$ cat src/rtl/ddr3_rw_sched.sv
// Read/write command scheduler: one DDR3 command port shared by two sources.
// Optional DDR3_SCHED_STATS_EN adds turnaround and stall counters.
module ddr3_rw_sched #(
  parameter int ADDRS       = 32,
  parameter int REQID       = 4,
  parameter int MAX_SAME    = 4,
  parameter int TURN_CYCLES = 2,
  parameter int HOLD_WAIT   = 3
) (
  input  logic             clock,
  input  logic             reset,
  input  logic             wr_store_i,
  output logic             wr_accept_o,
  input  logic             wr_wseq_i,
  input  logic [REQID-1:0] wr_wrid_i,
  input  logic [ADDRS-1:0] wr_addr_i,
  input  logic             rd_fetch_i,
  output logic             rd_accept_o,
  input  logic             rd_rseq_i,
  input  logic [REQID-1:0] rd_rdid_i,
  input  logic [ADDRS-1:0] rd_addr_i,
  output logic             ctl_valid_o,
  input  logic             ctl_accept_i,
  output logic             ctl_rdwr_o,
  output logic             ctl_seq_o,
  output logic [REQID-1:0] ctl_id_o,
  output logic [ADDRS-1:0] ctl_addr_o
`ifdef DDR3_SCHED_STATS_EN
  ,
  output logic [15:0]      stat_turns_o,
  output logic [15:0]      stat_stall_o
`endif
);

  localparam int CW = $clog2(MAX_SAME + 2);
  localparam int TW = $clog2(TURN_CYCLES + 2);
  localparam int HW = $clog2(HOLD_WAIT + 2);

  typedef enum logic [1:0] {
    ST_IDLE,
    ST_TURN,
    ST_WRIT,
    ST_READ
  } state_t;

  state_t           state_q, state_d;
  logic             sel_q, sel_d;
  logic             last_q, last_d;
  logic [CW-1:0]    cnt_q, cnt_d;
  logic [HW-1:0]    hold_q, hold_d;
  logic [TW-1:0]    turn_q, turn_d;
  logic             vld_q, vld_d;
  logic             rdwr_q, rdwr_d;
  logic             seq_q, seq_d;
  logic [REQID-1:0] id_q, id_d;
  logic [ADDRS-1:0] addr_q, addr_d;

  logic is_rd;
  logic own_v;
  logic own_s;
  logic oth_v;
  logic load_ok;
  logic take;
  logic pick;

  assign is_rd   = (state_q == ST_READ);
  assign own_v   = is_rd ? rd_fetch_i : wr_store_i;
  assign own_s   = is_rd ? rd_rseq_i : wr_wseq_i;
  assign oth_v   = is_rd ? wr_store_i : rd_fetch_i;
  assign load_ok = ~vld_q | ctl_accept_i;

  always_comb begin
    state_d = state_q;
    sel_d   = sel_q;
    last_d  = last_q;
    cnt_d   = cnt_q;
    hold_d  = hold_q;
    turn_d  = turn_q;
    vld_d   = vld_q;
    rdwr_d  = rdwr_q;
    seq_d   = seq_q;
    id_d    = id_q;
    addr_d  = addr_q;
    take    = 1'b0;
    pick    = 1'b0;
    unique case (state_q)
      ST_IDLE: begin
        if (wr_store_i | rd_fetch_i) begin
          pick   = (wr_store_i & rd_fetch_i) ? ~last_q : rd_fetch_i;
          sel_d  = pick;
          cnt_d  = '0;
          hold_d = '0;
          if ((pick != last_q) && (TURN_CYCLES > 0)) begin
            state_d = ST_TURN;
            turn_d  = TW'(TURN_CYCLES - 1);
          end else begin
            state_d = pick ? ST_READ : ST_WRIT;
            last_d  = pick;
          end
        end
      end
      ST_TURN: begin
        // the old direction's command must leave the register first
        if (turn_q != '0) begin
          turn_d = turn_q - TW'(1);
        end else if (!vld_q) begin
          state_d = sel_q ? ST_READ : ST_WRIT;
          last_d  = sel_q;
        end
      end
      ST_WRIT, ST_READ: begin
        if (!own_v) begin
          if (hold_q >= HW'(HOLD_WAIT - 1)) begin
            state_d = ST_IDLE;
            hold_d  = '0;
          end else begin
            hold_d = hold_q + HW'(1);
          end
        end else begin
          hold_d = '0;
          if (!own_s && oth_v && (cnt_q >= CW'(MAX_SAME))) begin
            state_d = ST_IDLE;
          end else if (load_ok) begin
            take = 1'b1;
            if (!own_s && (cnt_q < CW'(MAX_SAME))) begin
              cnt_d = cnt_q + CW'(1);
            end
          end
        end
      end
      default: state_d = ST_IDLE;
    endcase
    if (take) begin
      vld_d  = 1'b1;
      rdwr_d = is_rd;
      seq_d  = own_s;
      id_d   = is_rd ? rd_rdid_i : wr_wrid_i;
      addr_d = is_rd ? rd_addr_i : wr_addr_i;
    end else if (ctl_accept_i) begin
      vld_d = 1'b0;
    end
  end

  always_ff @(posedge clock) begin
    if (reset) begin
      state_q <= ST_IDLE;
      sel_q   <= 1'b0;
      last_q  <= 1'b0;
      cnt_q   <= '0;
      hold_q  <= '0;
      turn_q  <= '0;
      vld_q   <= 1'b0;
      rdwr_q  <= 1'b0;
      seq_q   <= 1'b0;
      id_q    <= '0;
      addr_q  <= '0;
    end else begin
      state_q <= state_d;
      sel_q   <= sel_d;
      last_q  <= last_d;
      cnt_q   <= cnt_d;
      hold_q  <= hold_d;
      turn_q  <= turn_d;
      vld_q   <= vld_d;
      rdwr_q  <= rdwr_d;
      seq_q   <= seq_d;
      id_q    <= id_d;
      addr_q  <= addr_d;
    end
  end

  assign wr_accept_o = take & ~is_rd & ~reset;
  assign rd_accept_o = take & is_rd & ~reset;
  assign ctl_valid_o = vld_q;
  assign ctl_rdwr_o  = rdwr_q;
  assign ctl_seq_o   = seq_q;
  assign ctl_id_o    = id_q;
  assign ctl_addr_o  = addr_q;

`ifdef DDR3_SCHED_STATS_EN
  logic [15:0] turns_q, turns_d;
  logic [15:0] stall_q, stall_d;

  always_comb begin
    turns_d = turns_q;
    stall_d = stall_q;
    if ((state_d == ST_TURN) && (state_q != ST_TURN) && (turns_q != 16'hFFFF)) begin
      turns_d = turns_q + 16'd1;
    end
    if (vld_q && !ctl_accept_i && (stall_q != 16'hFFFF)) begin
      stall_d = stall_q + 16'd1;
    end
  end

  always_ff @(posedge clock) begin
    if (reset) begin
      turns_q <= '0;
      stall_q <= '0;
    end else begin
      turns_q <= turns_d;
      stall_q <= stall_d;
    end
  end

  assign stat_turns_o = turns_q;
  assign stat_stall_o = stall_q;
`endif

endmodule

$ cat config.mk
export PLATFORM = sky130hd
export DESIGN_NAME = ddr3_rw_sched
export DESIGN_NICKNAME = d
export VERILOG_FILES = /design/src/rtl/ddr3_rw_sched.sv
export SDC_FILE = /design/constraint.sdc
export NUM_CORES = 1
export LEC_CHECK = 0
export CAP_MARGIN = 20
export CORE_MARGIN = 2
export CORE_UTILIZATION = 35
export CTS_CLUSTER_SIZE = 40
export DETAILED_ROUTE_END_ITERATION = 16
export GPL_TIMING_DRIVEN = 0
export PLACE_DENSITY = 0.79
export SYNTH_ARGS = -nofsm -noshare
export SYNTH_HDL_FRONTEND = slang
export SYNTH_SLANG_ARGS = --single-unit
$ cat constraint.sdc
create_clock -name clock -period 1.75 [get_ports clock]
set_input_delay 0.175 -clock clock [delete_from_list [all_inputs] [get_ports clock]]
set_output_delay 0.175 -clock clock [all_outputs]
set_load 0.005 [all_outputs]
==> flow_metrics.tcl, run 1 <==
set metrics [dict create \
    grt_max_degree 15 \
    reg2regPathDepth 6 \
    drive_above_1_share_pct 14.9 \
    cap_viol_max_count 0 \
    rsz0062_at_grt "yes" \
    ant_nets 0 \
    timing.slew.headroom_pct 56.4 \
    place_ws_ns -0.702 \
    syn_area_per_cell_um2 8.43 \
    drt_pass1_iterations 5 \
    p_leak_uw 0.00149 \
    synth_area_leaders "dfxtp_1 (39%), a311oi_1 (9.5%), a21oi_1 (8.3%)" \
    fp.dieH_um 90.0 \
    cts_buffer_depth 2 \
    place_congestion 0.823 \
    hpwlAfterDp_um 6090 \
    endpoint "rd_accept_o" \
    start_util_pct 35.9 \
    critical-path-top-delay-family "simple AND/OR/NAND/NOR gates" \
    post-route-period-util_pct 105 \
    grt_usage_pct 21.1 \
    holdPathStages 4 \
    post-route-util_pct 57.4 \
    cpPeakStageDelay_ns 0.37 \
    fmaxAchievable_ghz 0.543 \
    crit_slowest_cell "dfxtp_4" \
    via_per_inst 5.43 \
    syn-cell-area_mm2 0.00259 \
    startpoint_type "register" \
    crit_start "state_q[0]$_SDFFE_PP0P_" \
    hp-class "in -> reg" \
    fin_cells 535 \
    p_total_uw 3660 \
    r2r_end "ctl_addr_o[1]$_SDFFE_PP0P_" \
    routed_wl_um 8680 \
    drt_iter0_markers 251 \
    skew_ns 0.00936 \
    antenna_found_initial 0 \
    drc 0 \
    htreeDepth 2 \
    dpl.cell_count 522 \
    clkTransAtPathRegs_ns 0.09 \
    layout_setup_ws_ns -0.0919 \
    antenna_cells 0 \
    yosys.area.top_type "dfxtp_1" \
    syn_inst 307 \
    worstSetupPathDepth 5 \
    synth_edf_count 0 \
    nFillCells 681 \
    report.final.hold_viol_count 0 \
    drv_slew 0 \
    worst-path-max-fanout 4 \
    yosys_warnings 0 \
    port_buffers 116 \
    mostFrequentLayoutCells "clkdlybuf4s50_1 (114), dfxtp_1 (49), nand2_1 (42)" \
    regToRegSetupSlack_ns 0.06 \
    num_vias 2906 \
    synth-async-reset-ratio_pct 0 \
    cts_made_buffers 5 \
    grt_pass1_vias 2900 \
    seq_area_mm2 0.00103 \
    vdd.ir_drop.worst_v 0.000458 \
    layout.nets 519 \
    multi_input_area_mm2 0.00142 \
    grt_pass1_wl_um 14000 \
    status "finished with violations" \
    die_width_um 90.0 \
    failed_checks "negative setup slack" \
    synth_seq_cells 51 \
    area_growth_pct 60.1 \
    worstSkewPairLatency_ns 0.31 \
    cp.arrival_ns 1.67 \
    tightest_slew_ns 0.655 \
    dieArea_mm2 0.00810 \
    cts_tree "done" \
    globalRouteOverflowTotal 0 \
    final_common_cell "clkdlybuf4s50_1" \
    powerDensity_mw_per_mm2 884 \
    period_minus_slack_ns 1.84 \
    avgRoutedWirePerCell_um 16.2 \
    setup_viol 2 \
    ios 120 \
    r2r_start "state_q[0]$_SDFFE_PP0P_" \
    crit_chain "mux2_4 -> buf_6 -> nand4_1 -> nor4b_4 -> buf_2" \
    coreArea_mm2 0.00721 \
    ys.flop_type "dfxtp_1" \
    ctsRootBufferMaster "clkbuf_8" \
    crit_buf_inv 2 \
    synth_top_area_share_pct 39.5 \
    synthesis.nets 390 \
    critPathKind "reg -> out" \
    synth_seq_area_share_pct 39.5 \
    cts_sinks 51 \
    ys_types 46 \
    setup.worst_path.end_class "primary output" \
    rows 31 \
    required_ns 1.57 \
]
## worst min-delay path: stages
cell,delay [ns]
buf_6,0.11
nand2_1,0.05
a32oi_1,0.05
nor2_1,0.07
## cell families after synthesis
| family | after synthesis | share of synthesized area (%) |
|---|---|---|
| buf+inv | 42 | 8.08 |
| mux | 4 | 1.79 |
| flops | 51 | 39.5 |
| simple gates | 111 | 20.9 |
| compound gates | 95 | 27.8 |
| fa+ha+maj | 4 | 1.93 |
## registers in the layout, summed over array words and instances (netlist names)
| name | flops |
|---|---|
| ctl_addr_o | 32 |
| cnt_q | 3 |
| hold_q | 3 |
| ctl_id_o | 4 |
| ctl_valid_o | 1 |
| sel_q | 1 |
| state_q | 2 |
| ctl_rdwr_o | 1 |
| last_q | 1 |
| ctl_seq_o | 1 |
| turn_q | 2 |
## metal layers
| layer | up-vias | part of all wire, % | wire, µm | global-route usage, % |
|---|---|---|---|---|
| met5 | - | 0 | 0 | 0 |
| met4 | 0 | 0.92 | 80 | 6.79 |
| met3 | 7 | 7.9 | 688 | 5.95 |
| met2 | 128 | 49 | 4300 | 35.7 |
| met1 | 1371 | 42 | 3620 | 26.0 |
| li1 | 1400 | - | - | - |
## synthesized netlist by cell type (all sizes together), types with 2 or more instances
library cell and n:
dfxtp 51, a21oi 43, nand2 42, nand3 38
a311oi 37, clkbuf 20, buf 15, nor2 9
inv 7, ha 4, nor4 4, a211oi 2
a22oi 2, and2 2, mux2 2, mux2i 2
nand2b 2, nor3 2, nor4b 2
## worst min-delay path by stage
stage	from	slack (ns)	endpoint
5_1_grt	wr_store_i	0.19	sel_q$_SDFFE_PP0P_
6_report	wr_store_i	0.19	sel_q$_SDFFE_PP0P_
2_1_floorplan	wr_addr_i[21]	0.34	ctl_addr_o[21]$_SDFFE_PP0P_
4_1_cts	wr_store_i	0.19	sel_q$_SDFFE_PP0P_
3_3_place_gp	ctl_rdwr_o$_SDFFE_PP0P_	0.46	ctl_rdwr_o$_SDFFE_PP0P_
3_5_place_dp	ctl_rdwr_o$_SDFFE_PP0P_	0.46	ctl_rdwr_o$_SDFFE_PP0P_
## where the power goes
group	switching, µW	internal (µW)	total, µW
registers	93.8	1320	1410
clock network	393	420	813
logic	687	753	1440
## area by class of cell
cell class,count,share of cell area (%)
Timing Repair Buffer,124,29.5
Sequential cell,51,24.8
Inverter,7,0.634
Buffer,33,5.26
Clock buffer,6,1.75
Clock inverter,1,0.725
Tap cell,99,2.99
Multi-Input combinational cell,214,34.4
## metrics by stage
stage	TNS, ns	instance area (µm²)	hold slack, ns
floorplan	0	2590	0.339
global placement	-6.61	3870	0.457
detailed placement	-7.73	3870	0.462
CTS	-0.204	4050	0.194
global route	-0.325	4140	0.193
finish	-0.146	4140	0.195
## what timing repair did
item                       in CTS  in global routing
hold buffers                    0                  0
pin swaps                       3                  9
resized for setup              27                 25
setup endpoints to repair      37                 33
buffers inserted                4                  4
Note: power is estimated with default switching activity, not from simulation.
==> run 2, diff against run 1 <==
PLACE_DENSITY = 0.73   (was 0.79)
==> flow_metrics.tcl, run 2 (same netlist as run 1, synthesis figures left out) <==
set metrics [dict create \
    status "finished with violations" \
    failed_checks "negative setup slack" \
    avgRoutedWirePerCell_um 15.8 \
    multi_input_area_mm2 0.00139 \
    fp.dieH_um 90.0 \
    coreArea_mm2 0.00721 \
    clkTransAtPathRegs_ns 0.10 \
    crit_buf_inv 2 \
    htreeDepth 2 \
    grt_max_degree 17 \
    antenna_cells 0 \
    place_congestion 0.884 \
    rows 31 \
    cts_made_buffers 5 \
    critPathKind "reg -> out" \
    period_minus_slack_ns 1.83 \
    cts_tree "done" \
    dieArea_mm2 0.00810 \
    skew_ns 0.0116 \
    timing.slew.headroom_pct 56.7 \
    area_growth_pct 55.7 \
    globalRouteOverflowTotal 0 \
    fin_cells 533 \
    nFillCells 699 \
    port_buffers 116 \
    ios 120 \
    tightest_slew_ns 0.650 \
    num_vias 2837 \
    post-route-period-util_pct 104 \
    startpoint_type "register" \
    hp-class "in -> reg" \
    drive_above_1_share_pct 13.1 \
    holdWs_ns 0.200 \
    drt_iter0_markers 151 \
    vdd.ir_drop.worst_v 0.000319 \
    required_ns 1.57 \
    p_leak_uw 0.00146 \
    routed_wl_um 8430 \
    setup_viol 2 \
    worst-path-max-fanout 5 \
    grt_pass1_vias 2914 \
    dpl.cell_count 522 \
    grt_usage_pct 20.9 \
    grt_pass1_wl_um 14000 \
    hpwlAfterDp_um 6130 \
    layout.nets 516 \
    report.final.hold_viol_count 0 \
    seq_area_mm2 0.00103 \
    ctsRootBufferMaster "clkbuf_8" \
    cp.arrival_ns 1.65 \
    fmaxAchievable_ghz 0.547 \
    antenna_found_initial 0 \
    final_common_cell "clkdlybuf4s50_1" \
    layout_setup_ws_ns -0.0767 \
    powerDensity_mw_per_mm2 862 \
    die_width_um 90.0 \
    rsz0062_at_grt "yes" \
    cpPeakStageDelay_ns 0.37 \
    cap_viol_max_count 0 \
    drc 0 \
    crit_slowest_cell "dfxtp_4" \
    via_per_inst 5.32 \
    drv_slew 0 \
    drt_pass1_iterations 4 \
    largest_reg_flops 32 \
    ant_nets 0 \
    crit_chain "buf_4 -> nand4b_1 -> nand4_1 -> nor4b_4 -> buf_2" \
    worstSkewPairLatency_ns 0.30 \
    cts_sinks 51 \
    critical-path-top-delay-family "simple AND/OR/NAND/NOR gates" \
    cts_buffer_depth 2 \
    mostFrequentLayoutCells "clkdlybuf4s50_1 (114), dfxtp_1 (49), a21oi_1 (43)" \
    setup.worst_path.end_class "primary output" \
    start_util_pct 35.9 \
]
[run 2: cell count changes in the layout (fill, tap and decap cells not counted), moves of 2 or more]
cell,previous run,this run
buf_8,2,0
a311oi_2,15,9
a21oi_2,2,0
buf_2,5,7
clkinv_2,0,2
a311oi_1,22,28
a21oi_1,41,43
[run 2: layout make-up]
class | instances | share of cell area, %
clock buffer | 5 | 1.71
clock inverter | 3 | 0.466
inverter | 7 | 0.652
timing repair buffer | 121 | 29.5
tap | 99 | 3.07
buffer | 33 | 4.63
multi-input combinational | 214 | 34.5
sequential | 51 | 25.5
[run 2: routing by layer]
| metal | vias to the layer above | GRT usage (%) | part of all wire (%) |
|---|---|---|---|
| met5 | - | 0 | 0 |
| li1 | 1392 | - | - |
| met4 | 0 | 6.67 | 1.0 |
| met1 | 1327 | 26.9 | 44 |
| met3 | 6 | 4.19 | 6.5 |
| met2 | 112 | 35.2 | 48 |
[run 2: path summary, 6_finish.rpt]
path,startpoint,to,slack (ns),depth (start not counted)
min,wr_store_i,sel_q$_SDFFE_PP0P_,0.20,4
min reg2reg,ctl_rdwr_o$_SDFFE_PP0P_,ctl_rdwr_o$_SDFFE_PP0P_,0.47,2
max,state_q[0]$_SDFFE_PP0P_,rd_accept_o,-0.08,5
max reg2reg,state_q[0]$_SDFFE_PP0P_,ctl_addr_o[8]$_SDFFE_PP0P_,0.08,7
[run 2: per-stage QoR]
step                worst slack, ns  power [µW]  setup TNS [ns]  cell area (µm²)  util, %
floorplan                    0.0983        2120               0             2590        -
global placement             -0.802        2720           -7.66             3870     53.7
detailed placement           -0.776        2740           -8.56             3870     53.7
CTS                          -0.139        3470          -0.208             4010     55.6
global route                 -0.106        3680          -0.206             4030     55.8
finish                      -0.0767        3470          -0.122             4030     55.8
[run 2: timing repair]
item / 4_1_cts / 5_1_grt
resized for setup: 21 / 16
pin swaps: 3 / 4
hold buffers: 0 / 0
setup endpoints to repair: 37 / 33
setup buffers: 4 / 1
[run 2: where the power goes]
part	total (µW)	internal, µW	switching [µW]
clock	695	283	412
combinational	1370	708	661
sequential	1410	1320	92.0
[run 2: worst register-to-register path, delay by kind of cell (launching register included)]
kind	cells	cell delay, ns
DFF	1	0.37
buffers and inverters	3	0.47
and+or+nand+nor	2	0.38
AOI/OAI and AO/OA	2	0.36
